**config.mk**
```make
export PLATFORM = sky130hd
export DESIGN_NAME = ras_ctrl
export DESIGN_NICKNAME = d
export VERILOG_FILES = /design/src/rtl/ariane_pkg.sv /design/src/rtl/ras_ctrl_stats.sv /design/src/rtl/ras_ctrl.sv
export SDC_FILE = /design/constraint.sdc
export NUM_CORES = 1
export LEC_CHECK = 0
export ABC_AREA = 1
export CAP_MARGIN = 10
export CORE_UTILIZATION = 59
export DETAILED_ROUTE_END_ITERATION = 10
export PLACE_DENSITY = 0.79
export SETUP_SLACK_MARGIN = 0.2
export SYNTH_ARGS = -nofsm -noshare
export SYNTH_HDL_FRONTEND = slang
export SYNTH_HIERARCHICAL = 1
export SYNTH_SLANG_ARGS = --single-unit
```
**constraint.sdc**
```tcl
create_clock -name clk_i -period 7.8 [get_ports clk_i]
set_input_delay 1.17 -clock clk_i [delete_from_list [all_inputs] [get_ports clk_i]]
set_output_delay 1.17 -clock clk_i [all_outputs]
set_load 0.01 [all_outputs]
```
**src/rtl/ariane_pkg.sv**
```systemverilog
// Shared return-address-stack definitions: default depth and the
// speculative checkpoint record captured on control-flow issue.
package ariane_pkg;

  localparam int unsigned RAS_DEPTH = 4;
  localparam int unsigned RAS_PTR_W = $clog2(RAS_DEPTH);

  // Snapshot used to repair the stack after a mispredict flush.
  typedef struct packed {
    logic [RAS_PTR_W-1:0] tos;
    logic [RAS_PTR_W:0]   cnt;
    logic [63:0]          top_value;
  } ras_ckpt_t;

endpackage

```
**src/rtl/ras_ctrl_stats.sv**
```systemverilog
// Four saturating 32-bit event counters for the return-address stack:
// accepted pushes, accepted pops, overflow events and underflow events.
module ras_ctrl_stats
  import ariane_pkg::*;
(
  input  logic        clk_i,
  input  logic        rst_i,
  input  logic        push_evt_i,
  input  logic        pop_evt_i,
  input  logic        ovf_evt_i,
  input  logic        udf_evt_i,
  output logic [31:0] stat_push_o,
  output logic [31:0] stat_pop_o,
  output logic [31:0] stat_ovf_o,
  output logic [31:0] stat_udf_o
);

  logic [3:0]       evt;
  logic [3:0][31:0] cnt_q;
  logic [3:0][31:0] cnt_d;

  assign evt = {udf_evt_i, ovf_evt_i, pop_evt_i, push_evt_i};

  generate
    for (genvar gi = 0; gi < 4; gi++) begin : g_cnt
      // Increment on each event, holding at all-ones instead of wrapping.
      always_comb begin
        cnt_d[gi] = cnt_q[gi];
        if (evt[gi] && (cnt_q[gi] != 32'hFFFF_FFFF)) cnt_d[gi] = cnt_q[gi] + 32'd1;
      end

      // Counter register, cleared by reset.
      always_ff @(posedge clk_i) begin
        if (rst_i) cnt_q[gi] <= '0;
        else       cnt_q[gi] <= cnt_d[gi];
      end
    end
  endgenerate

  assign stat_push_o = cnt_q[0];
  assign stat_pop_o  = cnt_q[1];
  assign stat_ovf_o  = cnt_q[2];
  assign stat_udf_o  = cnt_q[3];

endmodule

```
**src/rtl/ras_ctrl.sv**
```systemverilog
// Return-address-stack controller: circular stack with wrap-on-overflow,
// suppressed underflow and a single checkpoint/restore for flush repair.
// Optional event counters are enabled by defining RAS_CTRL_STATS_EN.
// DEPTH must equal RAS_DEPTH since the checkpoint record is sized from it.
module ras_ctrl
  import ariane_pkg::*;
#(
  parameter int unsigned DEPTH = RAS_DEPTH
) (
  input  logic        clk_i,
  input  logic        rst_i,
  input  logic        push_i,
  input  logic [63:0] push_addr_i,
  input  logic        pop_i,
  input  logic        checkpoint_i,
  input  logic        restore_i,
  output logic [63:0] ra_o,
  output logic        ra_valid_o,
  output logic        overflow_o,
  output logic        underflow_o
`ifdef RAS_CTRL_STATS_EN
  ,
  output logic [31:0] stat_push_o,
  output logic [31:0] stat_pop_o,
  output logic [31:0] stat_ovf_o,
  output logic [31:0] stat_udf_o
`endif
);

  localparam int unsigned PTR_W = $clog2(DEPTH);
  localparam logic [PTR_W:0]   CNT_FULL = (PTR_W+1)'(DEPTH);
  localparam logic [PTR_W:0]   CNT_ONE  = (PTR_W+1)'(1);
  localparam logic [PTR_W-1:0] PTR_ONE  = PTR_W'(1);

  logic [63:0]      entries_q [DEPTH];
  logic [PTR_W-1:0] tos_q, tos_d;
  logic [PTR_W:0]   cnt_q, cnt_d;
  ras_ckpt_t        ckpt_q, ckpt_d;
  logic             ovf_q, ovf_d;
  logic             udf_q, udf_d;
  logic             wr_en;
  logic [PTR_W-1:0] wr_idx;
  logic [63:0]      wr_data;
  logic             acc_push, acc_pop;

  // Next-state: restore wins, otherwise push/pop arbitration, then checkpoint
  // captures the post-update state including a same-cycle write to the top.
  always_comb begin
    tos_d    = tos_q;
    cnt_d    = cnt_q;
    ckpt_d   = ckpt_q;
    ovf_d    = 1'b0;
    udf_d    = 1'b0;
    wr_en    = 1'b0;
    wr_idx   = tos_q;
    wr_data  = push_addr_i;
    acc_push = 1'b0;
    acc_pop  = 1'b0;
    if (restore_i) begin
      tos_d   = ckpt_q.tos;
      cnt_d   = ckpt_q.cnt;
      wr_en   = 1'b1;
      wr_idx  = ckpt_q.tos;
      wr_data = ckpt_q.top_value;
    end else begin
      if (push_i && pop_i && (cnt_q != '0)) begin
        // Replace the top in place: return consumed, new call pushed.
        wr_en    = 1'b1;
        acc_push = 1'b1;
        acc_pop  = 1'b1;
      end else if (push_i) begin
        tos_d    = tos_q + PTR_ONE;
        wr_en    = 1'b1;
        wr_idx   = tos_d;
        acc_push = 1'b1;
        if (cnt_q == CNT_FULL) ovf_d = 1'b1;
        else                   cnt_d = cnt_q + CNT_ONE;
      end else if (pop_i) begin
        if (cnt_q != '0) begin
          tos_d   = tos_q - PTR_ONE;
          cnt_d   = cnt_q - CNT_ONE;
          acc_pop = 1'b1;
        end else begin
          udf_d = 1'b1;
        end
      end
      if (checkpoint_i) begin
        ckpt_d.tos       = tos_d;
        ckpt_d.cnt       = cnt_d;
        ckpt_d.top_value = (wr_en && (wr_idx == tos_d)) ? wr_data : entries_q[tos_d];
      end
    end
  end

  // Pointer, count, checkpoint and event pulse registers.
  always_ff @(posedge clk_i) begin
    if (rst_i) begin
      tos_q  <= '0;
      cnt_q  <= '0;
      ckpt_q <= '0;
      ovf_q  <= 1'b0;
      udf_q  <= 1'b0;
    end else begin
      tos_q  <= tos_d;
      cnt_q  <= cnt_d;
      ckpt_q <= ckpt_d;
      ovf_q  <= ovf_d;
      udf_q  <= udf_d;
    end
  end

  generate
    for (genvar gi = 0; gi < DEPTH; gi++) begin : g_entry
      // One stack slot; written only when it is the selected write target.
      always_ff @(posedge clk_i) begin
        if (rst_i)                                 entries_q[gi] <= '0;
        else if (wr_en && (wr_idx == PTR_W'(gi)))  entries_q[gi] <= wr_data;
      end
    end
  endgenerate

  assign ra_o        = entries_q[tos_q];
  assign ra_valid_o  = (cnt_q != '0);
  assign overflow_o  = ovf_q;
  assign underflow_o = udf_q;

`ifdef RAS_CTRL_STATS_EN
  ras_ctrl_stats u_stats (
    .clk_i       (clk_i),
    .rst_i       (rst_i),
    .push_evt_i  (acc_push),
    .pop_evt_i   (acc_pop),
    .ovf_evt_i   (ovf_d),
    .udf_evt_i   (udf_d),
    .stat_push_o (stat_push_o),
    .stat_pop_o  (stat_pop_o),
    .stat_ovf_o  (stat_ovf_o),
    .stat_udf_o  (stat_udf_o)
  );
`else
  logic unused_acc;
  assign unused_acc = acc_push ^ acc_pop;
`endif

endmodule
```
======== Word level (Yosys, flattened, before mapping) ========
Memories as Yosys holds them, arrays and structs flattened. A register that Yosys moved wholly into a read port is not among the register bits.
Index checks and enable logic that the tools add are counted.
word-level totals
  register bits ........................... 76
  bits in writable memories ............... 256
  input port bits ......................... 70
  output and inout bits ................... 67
  logic and storage cells ................. 79
  memories kept ........................... 1
cells by class
  $add $sub $neg .......................... 4
  equality and inequality tests ........... 5
  muxes and demuxes ....................... 43
  bitwise operators ....................... 7
  reduce and logical (&&, ||, !) cells .... 12
memories
  memory     words  width  read ports  clocked after memory_dff  write ports  RTL line        text
  entries_q  4      64     2           1                         4            ras_ctrl.sv:35  logic [63:0] entries_q [DEPTH];
operators with widths
  kind                 number
  $mux 64              6
  $mux 2               11
  $mux 1               20
  $mux 3               6
  $logic_and 1x1->1    7
  $reduce_or 5->1      1
  $eq 2x2->1 const B   2
  $or 1x1->1           4
  $reduce_or 4->1      1
  $add 3x1->3 const B  1
  $eq 3x3->1 const B   1
  $not 1->1            3
  $reduce_bool 3->1    1
  $sub 3x1->3 const B  1
  $add 2x1->2 const B  1
  $eq 2x1->1 const B   1
  $eq 2x2->1           1
  $logic_not 2->1      1
  $reduce_and 2->1     1
  $sub 2x1->2 const B  1

======== Logic depth before layout (Yosys ltp) ========
Gate-level depths: netlist of the first run.
  depth in word-level cells ............... 11
  mapped depth ............................ 15
  mapped depth without buffers ............ 13

======== Worst setup path before layout of the first run ========
Ideal clock, no wire load.
  kind .................................... input -> register
  start point ............................. input pop_i
  end point ............................... memory entries_q[0][0] (enable)
  library setup time ...................... 0.574 ns
  arrival ................................. 6.371 ns
  data required time ...................... 7.226 ns
  path slack .............................. 0.855 ns
  stages .................................. 10
  buffers on the path ..................... 0
  cell sequence ........................... inv_2 > a21oi_2 > nor2_1 > inv_2 > nand2_1 > nand3_1 > nand2_2 > nor2_2 > inv_1 > o21ai_0
RTL lines
  element          RTL line        text
  start, declared  ras_ctrl.sv:14  input logic pop_i,
  end, declared    ras_ctrl.sv:35

==> results of run 1 <==
## flip-flops by register name, indices dropped and copies added (netlist names)
signal	count
ckpt_q	69
entries_q	256
underflow_o	1
overflow_o	1
cnt_q	3
tos_q	2
## how the worst max path moves through the flow
stage	start	end	slack (ps)	cells after the start
6_report	tos_q[1]	ra_o[2]	2850	6
5_1_grt	tos_q[1]	ra_o[35]	2760	6
4_1_cts	tos_q[1]	ra_o[50]	2980	6
3_5_place_dp	push_i	ckpt_q[21]	2700	13
3_3_place_gp	push_i	ckpt_q[28]	2850	13
2_1_floorplan	pop_i	entries_q[0][0]	850	10
## critical path, delay by kind of cell (launching register included)
family | cells | cell delay [ps]
buf+inv | 3 | 1810
flops | 1 | 870
compound gates | 1 | 300
simple gates | 2 | 230
## power by group through the flow
stage / clock (mW) / sequential (mW) / combinational (mW)
global route: 1.80 / 2.16 / 1.01
global placement: 0 / 2.17 / 0.901
floorplan: 0 / 2.16 / 0.581
CTS: 1.72 / 2.14 / 0.923
finish: 1.73 / 2.15 / 0.943
detailed placement: 0 / 2.18 / 0.918
## per-stage QoR
step / util [%] / cell area (µm²) / power (mW)
final: 69.1 / 19800 / 4.82
after global routing: 69.1 / 19800 / 4.97
after CTS: 69.1 / 19800 / 4.79
after detailed placement: 64.9 / 18600 / 3.10
after global placement: 64.9 / 18600 / 3.07
after floorplan: - / 17200 / 2.74
## kinds of logic (layout without fill, tap and decap cells)
group,after synthesis,after routing,share of synthesized area (%)
multiplexers,11,11,0.638
AND/OR/NAND/NOR,1282,1282,31.1
flip-flops,332,332,53.4
adder cells (fa/ha/maj),3,3,0.218
XOR/XNOR,1,1,0.0508
buffers and inverters,249,307,6.11
AO/OA/AOI/OAI,259,259,8.52
## area by class of cell
type / count / area (µm²)
Inverter: 78 / 295
Tap cell: 384 / 480
Sequential cell: 332 / 9220
Timing Repair Buffer: 161 / 1540
Clock buffer: 50 / 1070
Fill cell: 2270 / 8870
Multi-Input combinational cell: 1556 / 7090
Clock inverter: 18 / 141
## Yosys cell counts (2+ instances only)
cell type | n | area share [%]
nand3_2 | 2 | 0.12
inv_2 | 8 | 0.17
nand2_2 | 4 | 0.15
nand3_1 | 390 | 11
nor2_1 | 285 | 6.2
edfxtp_1 | 256 | 45
nand2_1 | 595 | 13
a22oi_1 | 63 | 2.7
ha_1 | 3 | 0.22
o21ai_0 | 61 | 1.8
buf_2 | 69 | 2.0
o211ai_1 | 2 | 0.087
mux2i_1 | 11 | 0.64
a21oi_1 | 127 | 3.7
buf_1 | 5 | 0.11
dfxtp_1 | 76 | 8.8
o21ai_1 | 3 | 0.087
nor4_1 | 2 | 0.073
buf_4 | 7 | 0.30
clkbuf_1 | 89 | 1.9
inv_1 | 69 | 1.5
## routing by layer
| metal | up-vias | track usage, % |
|---|---|---|
| met5 | - | 0 |
| met4 | 0 | 16.4 |
| met3 | 190 | 5.74 |
| li1 | 7277 | - |
| met2 | 1175 | 56.3 |
| met1 | 7483 | 43.5 |
==> flow_metrics.py, run 1 <==
metrics = {
    "setup_path": {
        "crit_path_end_kind": "primary output",
        "cp_data_arrival_time_ps": 3780,
        "r2r_start": "tos_q[0]",
        "regToRegSetupSlack_ps": 3170,
        "crit_path_frequent_cell": "buf_4",
        "rr_endpoint": "ckpt_q[21]",
        "crit_chain": "buf_4 -> nor2_4 -> buf_4 -> a22oi_1 -> nand3_1 -> clkdlybuf4s50_1",
        "cp.required_ps": 6630,
        "slowest_stage": "dfxtp_4",
        "critPathKind": "flip-flop to primary output",
        "slowest_delay_ps": 870,
        "worstPathMaxFanout": 73,
        "startpoint_type": "flip-flop",
        "rr_worst_depth": 13,
    },
    "sta": {
        "final_hold_viol_count": 0,
        "relSlewSlack_pct": 21.2,
        "fin_setup_tns_ps": 0,
        "fmax_ghz": 0.202,
        "setup_viol": 0,
        "fin_crit_sh_pct": 63.5,
        "worst_pin_slew_ps": 1180,
        "setup_slack_ps": 2850,
        "slew_viol_final": 0,
        "skew_ps": 22.0,
        "hold_slack_ps": 461,
        "period_minus_slack_ps": 4950,
        "rsz0062_at_grt": "false",
    },
    "die": {
        "fp-row-count": 62,
        "core_um2": 28700,
        "die_y_um": 173,
        "num_io_pins": 137,
        "start_util_pct": 60.1,
        "die_w_um": 173,
        "die-area_um2": 29900,
    },
    "drt": {
        "ant_nets": 0,
        "drtIter0Drc": 1864,
        "met1_length_um": 19000,
        "drcViolationCount": 0,
        "via_per_inst": 6.25,
        "wirelength_um": 51800,
        "top_layer": "met4",
        "vias": 16100,
        "dr_wl_met2_um": 24500,
        "drtPass1Iterations": 5,
        "wl_per_cell_um": 20.1,
        "met3_length_um": 6340,
    },
    "clock_network": {
        "numCtsBuffers": 37,
        "insertion_delay_ps": 530,
        "tritoncts": "done",
        "clk_pin_slew_worst_paths_ps": 60,
        "postCtsResizedCells": 0,
        "ctsHoldBuffers": 0,
        "cts.sinks": 332,
        "post_cts_buffers": 0,
        "htree_levels": 2,
        "root_buffer": "clkbuf_16",
        "cts.path.max_buffers": 3,
    },
    "placed_design": {
        "portBuffers": 136,
        "placed_cells": 2511,
        "place_hpwl_um": 25900,
        "dp_slack_ps": 2700,
        "gp_congestion": 0.806,
    },
    "cells_and_area": {
        "fin_nets": 2239,
        "antenna_cells": 0,
        "drive_gt1_share_pct": 5.24,
        "final_common_cell": "nand2_1",
        "layout_common_cells": "nand2_1, nand3_1, nor2_1",
        "layout.cells.non_filler": 2579,
        "syn2layout_area_growth_pct": 15.0,
    },
    "yosys": {
        "ys_seq_area_share_pct": 53.4,
        "ys_warn_count": 6,
        "async_reset_ff_share_pct": 0,
        "synth_edf_count": 256,
        "ys_ff_latch": 332,
        "avgSynthCellArea_um2": 8.07,
        "synth_nets": 2210,
        "synth_cell_types": 31,
        "syn-cell-area_um2": 17200,
        "synth-main-ff-cell": "edfxtp_1",
        "synth_cells": 2137,
    },
    "outcome": {
        "outcome": "complete, no violations",
    },
    "pwr": {
        "p_int_mw": 3.40,
        "power.density_nw_per_um2": 243,
        "seqPwrFrac_pct": 44.5,
        "p_sw_mw": 1.42,
        "p_leak_nw": 8.12,
        "pwr-share-comb_pct": 19.6,
        "ir_drop_v": 0.000196,
        "p_clk_share_pct": 35.9,
        "p_sw_share_pct": 29.4,
    },
    "global_routing": {
        "grt_first_pass_wirelength_um": 80100,
        "first_global_vias": 15700,
        "antenna_found_initial": 0,
        "grt.overflow.total": 0,
        "grt_util_all_layers_pct": 34.0,
        "grt_max_degree": 112,
    },
    "worst_hold_path": {
        "min_to": "ckpt_q[57]",
        "hold_class": "flip-flop to flip-flop",
        "min_path_cells": 2,
        "hold_start": "ckpt_q[57]",
    },
    "job": {
        "drv_cap": 0,
    },
}
No activity file was read; power rests on OpenSTA's default activity.
==> inputs of run 2 (changes only) <==
Clock period 7.8 ns to 4.8 ns, I/O delays scaled along.
==> run 2 against run 1 <==
Net effect:
- clock power rose by 52%
- critical path type unchanged
- sequential cell count unchanged
- cell area rose by 0.14%
- via count fell by 0.20%
- worst setup slack worse by 2300 ps
- die area unchanged
- non-clock buffer count grew 9
- worst hold slack got worse by 1.9 ps
- largest cell class unchanged
- final cell count is 0.16% higher
- sequential power up 62%
==> flow_metrics.py, run 2 (synthesis results as in run 1) <==
metrics = {
    "setup_path": {
        "regToRegSetupSlack_ps": 930,
        "rr_worst_depth": 12,
        "cp_data_arrival_time_ps": 3530,
        "critPathKind": "flip-flop to primary output",
        "cp.required_ps": 4080,
        "startpoint_type": "flip-flop",
        "r2r_start": "tos_q[0]",
        "crit_path_end_kind": "primary output",
        "worstPathMaxFanout": 64,
        "rr_endpoint": "ckpt_q[25]",
    },
    "global_routing": {
        "grt.overflow.total": 0,
        "grtUsageMet3_pct": 6.42,
        "grt_max_degree": 130,
        "grt_util_all_layers_pct": 34.4,
        "first_global_vias": 15700,
        "use_met1_pct": 42.7,
        "antenna_found_initial": 0,
        "grt_use_met2_pct": 57.7,
        "grt.busiest_layer": "met2",
        "grt_first_pass_wirelength_um": 81000,
    },
    "die": {
        "fp-row-count": 62,
        "die_w_um": 173,
        "num_io_pins": 137,
        "die-area_um2": 29900,
        "die_y_um": 173,
        "start_util_pct": 60.1,
        "core_um2": 28700,
    },
    "sta": {
        "hold_slack_ps": 460,
        "final_hold_viol_count": 0,
        "worst_pin_slew_ps": 1080,
        "rsz0062_at_grt": "false",
        "period_minus_slack_ps": 4250,
        "slew_viol_final": 0,
        "skew_ps": 16.7,
        "fin_crit_sh_pct": 88.6,
        "setup_viol": 0,
        "relSlewSlack_pct": 28.0,
        "fmax_ghz": 0.235,
        "fin_setup_tns_ps": 0,
    },
    "pwr": {
        "p_leak_nw": 8.12,
        "ir_drop_v": 0.000280,
        "p_sw_share_pct": 29.6,
        "p_int_mw": 5.40,
        "p_total_mw": 7.67,
        "p_sw_mw": 2.27,
        "power.density_nw_per_um2": 386,
        "pwr-share-comb_pct": 20.5,
        "seqPwrFrac_pct": 45.3,
        "p_clk_share_pct": 34.2,
    },
    "placed_design": {
        "gp_congestion": 0.810,
        "portBuffers": 136,
        "post_dp_cell_area_um2": 18800,
        "place_hpwl_um": 26500,
    },
    "cells_and_area": {
        "fin_nets": 2246,
        "design_area_um2": 19900,
        "top_regs": "entries_q (256), ckpt_q (69), cnt_q (3)",
        "regMostFlops": "entries_q",
        "postLayoutCoreUtil_pct": 69.2,
        "largest_reg_flops": 256,
        "antenna_cells": 0,
        "final_common_cell": "nand2_1",
        "layout_common_cells": "nand2_1, nand3_1, nor2_1",
        "drive_gt1_share_pct": 5.28,
        "syn2layout_area_growth_pct": 15.1,
    },
    "worst_hold_path": {
        "hold_class": "flip-flop to flip-flop",
        "min_to": "ckpt_q[8]",
        "min_path_cells": 2,
        "hold_start": "ckpt_q[8]",
    },
    "clock_network": {
        "cts.path.max_buffers": 3,
        "post_cts_buffers": 0,
        "cts.sinks": 332,
        "insertion_delay_ps": 520,
        "numCtsBuffers": 35,
        "htree_levels": 2,
        "postCtsResizedCells": 0,
        "clk_pin_slew_worst_paths_ps": 60,
        "ctsHoldBuffers": 0,
        "root_buffer": "clkbuf_16",
        "tritoncts": "done",
    },
    "drt": {
        "via_per_inst": 6.23,
        "ant_nets": 0,
        "wirelength_um": 52300,
        "wl_per_cell_um": 20.3,
        "vias": 16100,
        "drtIter0Drc": 1862,
        "drtPass1Iterations": 7,
        "drcViolationCount": 0,
    },
    "outcome": {
        "outcome": "complete, no violations",
    },
    "job": {
        "drv_cap": 0,
    },
}
==> run 2: cell type report <==
cell class / instances / area, µm²
flip-flops and latches: 332 / 9220
fillers: 2227 / 8840
inverters: 78 / 295
well taps: 384 / 480
multi-input cells: 1556 / 7100
clock buffers: 47 / 963
repair buffers: 170 / 1670
clock inverters: 16 / 128
==> run 2: how the worst max path moves through the flow <==
stage,start,end,slack [ps]
6_report,tos_q[1],ra_o[55],550
5_1_grt,tos_q[1],ra_o[41],520
4_1_cts,tos_q[1],ra_o[50],640
3_5_place_dp,restore_i,entries_q[0][46],1080
3_3_place_gp,restore_i,entries_q[2][27],1200
2_1_floorplan,pop_i,entries_q[2][0],30
==> run 2: critical path: stages (launching register included) <==
cell and delay (ps):
dfxtp_4 600, nor2_4 920, buf_4 570, a22oi_1 170, nand3_1 180, clkdlybuf4s50_1 560
==> run 2: per-stage QoR <==
step | instances | setup WS, ps
floorplan | 2137 | 29.3
global placement | 2520 | 1200
detailed placement | 2520 | 1080
CTS | 2583 | 641
global route | 2583 | 519
finish | 2583 | 548
==> run 2: power by group through the flow <==
stage	sequential, mW	combinational [mW]	clock (mW)
2_1_floorplan	3.49	0.947	0
3_3_place_gp	3.51	1.50	0
3_5_place_dp	3.53	1.53	0
4_1_cts	3.47	1.54	2.63
5_1_grt	3.50	1.69	2.74
6_report	3.48	1.57	2.63
==> run 2: routing by layer <==
metal | vias to the layer above | share of wire [%]
li1 | 7291 | -
met1 | 7493 | 36
met2 | 1116 | 48
met3 | 193 | 12
met4 | 0 | 4.2
met5 | - | 0
==> inputs of run 3 (changes only) <==
Settings changed: HOLD_SLACK_MARGIN set to 0.12.
==> results of run 3 <==
Same layout as run 2: the final DEF is identical, and so are final timing and power.
